**src/rtl/layer_job_sequencer.sv**
```systemverilog
// Layer job sequencer: accepts a layer on start_layer and splits it into row jobs
// (filter groups outer, output rows inner). Each job goes to the PE datapath over valid/ready.
module layer_job_sequencer #(
   parameter int NUM_PE         = 16,
   parameter int OFM_RAM_SIZE_1 = 2205619,
   parameter int POOL_DRAIN     = 4,
   parameter int ADDR_W         = $clog2(OFM_RAM_SIZE_1)
) (
   input  logic              clk,
   input  logic              rst,
   input  logic              start_layer,
   input  logic [8:0]        ifm_size,
   input  logic [10:0]       ifm_channel,
   input  logic [1:0]        kernel_size,
   input  logic [10:0]       num_filter,
   input  logic              maxpool_mode,
   input  logic [ADDR_W-1:0] start_read_addr,
   output logic              done_layer,
   output logic              busy,
   output logic              job_valid,
   input  logic              job_ready,
   output logic [8:0]        job_row,
   output logic [10:0]       job_filter_base,
   output logic [4:0]        job_filters,
   output logic [10:0]       job_channels,
   output logic [ADDR_W-1:0] job_rd_addr,
   output logic              job_last,
   input  logic              job_done,
   output logic              cfg_err,
   output logic              overrun_err
);

   localparam int DRW = (POOL_DRAIN > 1) ? $clog2(POOL_DRAIN) : 1;

   typedef enum logic [2:0] {S_IDLE, S_CALC, S_ISSUE, S_WAIT, S_DRAIN, S_DONE} state_t;

   state_t            state_q, state_d;
   logic [8:0]        ifm_q, ifm_d;
   logic [10:0]       chan_q, chan_d;
   logic [1:0]        ksz_q, ksz_d;
   logic [10:0]       nf_q, nf_d;
   logic              pool_q, pool_d;
   logic [ADDR_W-1:0] base_addr_q, base_addr_d;
   logic [8:0]        rows_q, rows_d;
   logic [6:0]        groups_q, groups_d;
   logic [8:0]        row_q, row_d;
   logic [6:0]        grp_q, grp_d;
   logic [10:0]       fbase_q, fbase_d;
   logic [ADDR_W-1:0] rd_addr_q, rd_addr_d;
   logic [DRW-1:0]    drain_q, drain_d;
   logic              cfg_err_q, cfg_err_d;
   logic              overrun_q, overrun_d;

   logic              last_job;
   logic              bad_cfg;
   logic [10:0]       remain;

   assign last_job = (grp_q == groups_q - 7'd1) && (row_q == rows_q - 9'd1);
   assign bad_cfg  = (ksz_q == 2'd0) || (nf_q == 11'd0) || (ifm_q < {7'd0, ksz_q});
   assign remain   = nf_q - fbase_q;

   always_comb begin
      state_d     = state_q;
      ifm_d       = ifm_q;
      chan_d      = chan_q;
      ksz_d       = ksz_q;
      nf_d        = nf_q;
      pool_d      = pool_q;
      base_addr_d = base_addr_q;
      rows_d      = rows_q;
      groups_d    = groups_q;
      row_d       = row_q;
      grp_d       = grp_q;
      fbase_d     = fbase_q;
      rd_addr_d   = rd_addr_q;
      drain_d     = drain_q;
      cfg_err_d   = cfg_err_q;
      overrun_d   = overrun_q;

      if (start_layer && (state_q != S_IDLE)) overrun_d = 1'b1;

      case (state_q)
         S_IDLE: begin
            if (start_layer) begin
               ifm_d       = ifm_size;
               chan_d      = ifm_channel;
               ksz_d       = kernel_size;
               nf_d        = num_filter;
               pool_d      = maxpool_mode;
               base_addr_d = start_read_addr;
               cfg_err_d   = 1'b0;
               state_d     = S_CALC;
            end
         end
         S_CALC: begin
            rows_d    = ifm_q - {7'd0, ksz_q} + 9'd1;
            groups_d  = 7'((12'(nf_q) + 12'(NUM_PE - 1)) / 12'(NUM_PE));
            row_d     = '0;
            grp_d     = '0;
            fbase_d   = '0;
            rd_addr_d = base_addr_q;
            if (bad_cfg) begin
               cfg_err_d = 1'b1;
               state_d   = S_DONE;
            end else begin
               state_d   = S_ISSUE;
            end
         end
         S_ISSUE: begin
            if (job_ready) state_d = S_WAIT;
         end
         S_WAIT: begin
            if (job_done) begin
               if (last_job) begin
                  drain_d = '0;
                  state_d = pool_q ? S_DRAIN : S_DONE;
               end else begin
                  state_d = S_ISSUE;
                  // Row wrap moves to the next filter group and rewinds the read address
                  if (row_q == rows_q - 9'd1) begin
                     row_d     = '0;
                     grp_d     = grp_q + 7'd1;
                     fbase_d   = fbase_q + 11'(NUM_PE);
                     rd_addr_d = base_addr_q;
                  end else begin
                     row_d     = row_q + 9'd1;
                     rd_addr_d = rd_addr_q + {{(ADDR_W-9){1'b0}}, ifm_q};
                  end
               end
            end
         end
         S_DRAIN: begin
            if (drain_q == DRW'(POOL_DRAIN - 1)) state_d = S_DONE;
            else drain_d = drain_q + 1'b1;
         end
         S_DONE: state_d = S_IDLE;
         default: state_d = S_IDLE;
      endcase
   end

   always_ff @(posedge clk) begin
      if (rst) begin
         state_q     <= S_IDLE;
         ifm_q       <= '0;
         chan_q      <= '0;
         ksz_q       <= '0;
         nf_q        <= '0;
         pool_q      <= 1'b0;
         base_addr_q <= '0;
         rows_q      <= '0;
         groups_q    <= '0;
         row_q       <= '0;
         grp_q       <= '0;
         fbase_q     <= '0;
         rd_addr_q   <= '0;
         drain_q     <= '0;
         cfg_err_q   <= 1'b0;
         overrun_q   <= 1'b0;
      end else begin
         state_q     <= state_d;
         ifm_q       <= ifm_d;
         chan_q      <= chan_d;
         ksz_q       <= ksz_d;
         nf_q        <= nf_d;
         pool_q      <= pool_d;
         base_addr_q <= base_addr_d;
         rows_q      <= rows_d;
         groups_q    <= groups_d;
         row_q       <= row_d;
         grp_q       <= grp_d;
         fbase_q     <= fbase_d;
         rd_addr_q   <= rd_addr_d;
         drain_q     <= drain_d;
         cfg_err_q   <= cfg_err_d;
         overrun_q   <= overrun_d;
      end
   end

   assign done_layer      = (state_q == S_DONE);
   assign busy            = (state_q != S_IDLE);
   assign job_valid       = (state_q == S_ISSUE);
   assign job_last        = ((state_q == S_ISSUE) || (state_q == S_WAIT)) && last_job;
   assign job_row         = row_q;
   assign job_filter_base = fbase_q;
   assign job_filters     = (remain > 11'(NUM_PE)) ? 5'(NUM_PE) : remain[4:0];
   assign job_channels    = chan_q;
   assign job_rd_addr     = rd_addr_q;
   assign cfg_err         = cfg_err_q;
   assign overrun_err     = overrun_q;

endmodule

```
**config.mk**
```make
export PLATFORM = sky130hd
export DESIGN_NAME = layer_job_sequencer
export DESIGN_NICKNAME = d
export VERILOG_FILES = /design/src/rtl/layer_job_sequencer.sv
export SDC_FILE = /design/constraint.sdc
export NUM_CORES = 1
export LEC_CHECK = 0
export ABC_AREA = 1
export BUFFER_PORTS_ARGS = -buffer_cell sky130_fd_sc_hd__buf_2
export CORE_MARGIN = 4
export CORE_UTILIZATION = 62
export CTS_CLUSTER_DIAMETER = 40
export DETAILED_ROUTE_END_ITERATION = 8
export PLACE_DENSITY = 0.86
export SLEW_MARGIN = 10
export SYNTH_ARGS = -nofsm -noshare
export SYNTH_HDL_FRONTEND = slang
export SYNTH_SLANG_ARGS = --single-unit
```
**constraint.sdc**
```tcl
create_clock -name clk -period 5.73 [get_ports clk]
set_input_delay 1.146 -clock clk [delete_from_list [all_inputs] [get_ports clk]]
set_output_delay 1.146 -clock clk [all_outputs]
set_load 0.01 [all_outputs]
```
==> metrics.yaml <==
async_reset_ff_share_pct: 0
required_ns: 4.58
min_period_ns: 3.69
drv_cap: 0
grt_overflow: 0
grt.total_usage_pct: 29.8
netlist_instances: 1229
crit_family: "simple AND/OR/NAND/NOR gates"
path_clk_slew_ns: 0.06
post_drt_wl_per_cell_um: 14.2
path_cells: "inv_2 -> ha_1 -> inv_1 -> nand2_1 -> nand2_1 -> nor2_1 -> nand3_1 -> nor2_1 -> nand3_1 -> nor2_4 -> nand2_1 -> nor3_1 -> buf_2"
finalNonFillerCells: 1509
ys.flop_type: "dfxtp_1"
ys_ff_latch: 124
die_w_um: 121
finalHoldViolations: 0
ys_warn_count: 0
antenna_cells: 0
finalSetupViolCount: 0
io_pins: 125
cts_tree: "done"
area_growth_pct: 16.2
avgViaCountPerCell: 5.50
cp_num_cells: 13
utilization_pct: 75.0
worst_slew_pin_slew_ns: 0.804
r2r_cells: 15
drtIter0Drc: 675
final_area_um2: 9160
critPathKind: "flop to primary output"
slew_headroom_pct: 46.0
rows: 40
synth-edff-count: 0
crit_path_end_kind: "primary output"
cp_common_cell: "nand2_1"
grt_pass1_wl_um: 35400
critPathMaxStageDelay_ns: 0.37
dr.pass1.iters: 8
routabilityCongestion: 0.932
drc_errors: 0
worstReg2RegEnd: "job_rd_addr[20]"
ctsHoldBuffers: 0
cts-root-buf: "clkbuf_16"
synth_top_area_cell: "dfxtp_1"
crit_path_end: "job_last"
rrSetupSlack_ns: 2.69
synth.avg_cell_area_um2: 6.42
synth-simple-area-share_pct: 31.7
layout_commonest_cell: "nand2_1"
cts.htree.levels: 4
dieArea_um2: 14600
max_freq_mhz: 271
clock_latency_ns: 0.42
setup.worst_path.start: "rows_q[0]"
antenna_found_initial: 0
peakVddDrop_mv: 0.325
start_kind: "flop"
synth_mux_area_share_pct: 0
slew_viol_final: 0
grt_pass1_vias: 7630
fin_nets: 1429
power_mw: 4.58
synthAdderAreaFrac_pct: 6.54
synth_top_family_by_area: "simple AND/OR/NAND/NOR gates"
finalClockSkew_ns: 0.00644
core_um2: 12200
io_buffers: 120
final_layout_size_suffix_gt1_share_pct: 13.3
grt_max_degree: 72
clockBufferDepth: 2
initial_core_util_pct: 64.6
cp.arrival_ns: 2.54
setup_tns_ns: 0
synth_compound_area_share_pct: 14.8
rsz0062_at_grt: "false"
critical_path.slowest_cell: "dfxtp_1"
hp-class: "flop to flop"
post_cts_resized: 0
hold_ws_ns: 0.458
yosysSeqAreaShare_pct: 31.5
num_vias: 8301
yosysTopAreaCellShare_pct: 31.5
cp_max_fo: 8
power_density_nw_per_um2: 499
clock_sinks: 124
p_leak_nw: 4.34
yosys-top-cells-area: "dfxtp_1 (31%), nand2_1 (17%), a21oi_1 (7.7%)"
dp_hpwl_um: 15200
numCtsBuffers: 17
fin_crit_sh_pct: 64.4
postCtsSetupRepairBufs: 0
syn_area_um2: 7890
final_cell_mix: "nand2_1 (351), inv_1 (152), dfxtp_1 (124)"
placed_cell_area_um2: 8510
synthXorXnorAreaFrac_pct: 4.78
wl_um: 21400
place_ws_ns: 2.54
timing.rr.start: "rows_q[0]"
dp_cells: 1477
status: "complete, no violations"
fin_ws_ns: 2.04
ant_nets: 0
yosys.cell_types.count: 41
cp_num_buf_inv: 3
fp.dieH_um: 121
-- where the power goes --
part	switching, mW	internal [mW]
combinational	1.37	0.737
clock	0.420	0.766
sequential	0.207	1.08
-- layer usage --
| layer | global-route usage (%) | vias to the layer above | wire (µm) |
|---|---|---|---|
| met1 | 38.0 | 3772 | 9050 |
| met3 | 6.13 | 55 | 1640 |
| met4 | 10.8 | 0 | 562 |
| li1 | - | 4150 | - |
| met5 | 0 | - | 0 |
| met2 | 50.0 | 324 | 10200 |
-- state kept, by name (all words and copies together) (netlist names) --
| signal | count |
|---|---|
| base_addr_q | 22 |
| cfg_err | 1 |
| drain_q | 2 |
| groups_q | 7 |
| grp_q | 7 |
| ifm_q | 9 |
| job_channels | 11 |
| job_filter_base | 7 |
| job_rd_addr | 22 |
| job_row | 9 |
| ksz_q | 2 |
| nf_q | 11 |
| overrun_err | 1 |
| pool_q | 1 |
| rows_q | 9 |
| state_q | 3 |
-- worst min-delay path by stage --
stage                         start               to  slack, ns  cells past startpoint
CTS                  base_addr_q[0]   base_addr_q[0]       0.46                      2
finish               base_addr_q[0]   base_addr_q[0]       0.46                      2
global route        job_channels[1]  job_channels[1]       0.47                      2
global placement     base_addr_q[6]   base_addr_q[6]       0.44                      2
floorplan            base_addr_q[0]   base_addr_q[0]       0.42                      2
detailed placement   base_addr_q[0]   base_addr_q[0]       0.45                      2
-- cells by family after synthesis --
family,after synthesis
compound gates,220
fa+ha+maj,40
flops,124
buf+inv,207
simple gates,593
other cells,2
xor+xnor,43
-- cells in the mapped netlist, types with 4 or more instances --
cell type / n
a21oi_1: 122
buf_2: 5
buf_4: 9
clkbuf_1: 33
dfxtp_1: 124
ha_1: 38
inv_1: 152
nand2_1: 352
nand3_1: 94
nand4_1: 18
nor2_1: 93
nor3_1: 17
o21ai_0: 75
o32ai_1: 4
xnor2_1: 11
xor2_1: 32
-- final cells by class --
type	count	area [µm²]
timing repair buffer	126	646
clock buffer	20	467
inverter	157	589
fill	1037	3050
sequential	124	2480
multi-input combinational	902	4580
clock inverter	12	185
tap	168	210
-- tightest hold or removal path: stages (launching register included) --
cell	delay, ns
dfxtp_1	0.30
inv_1	0.06
a21oi_1	0.05
Note: power is estimated with default switching activity, not from simulation.
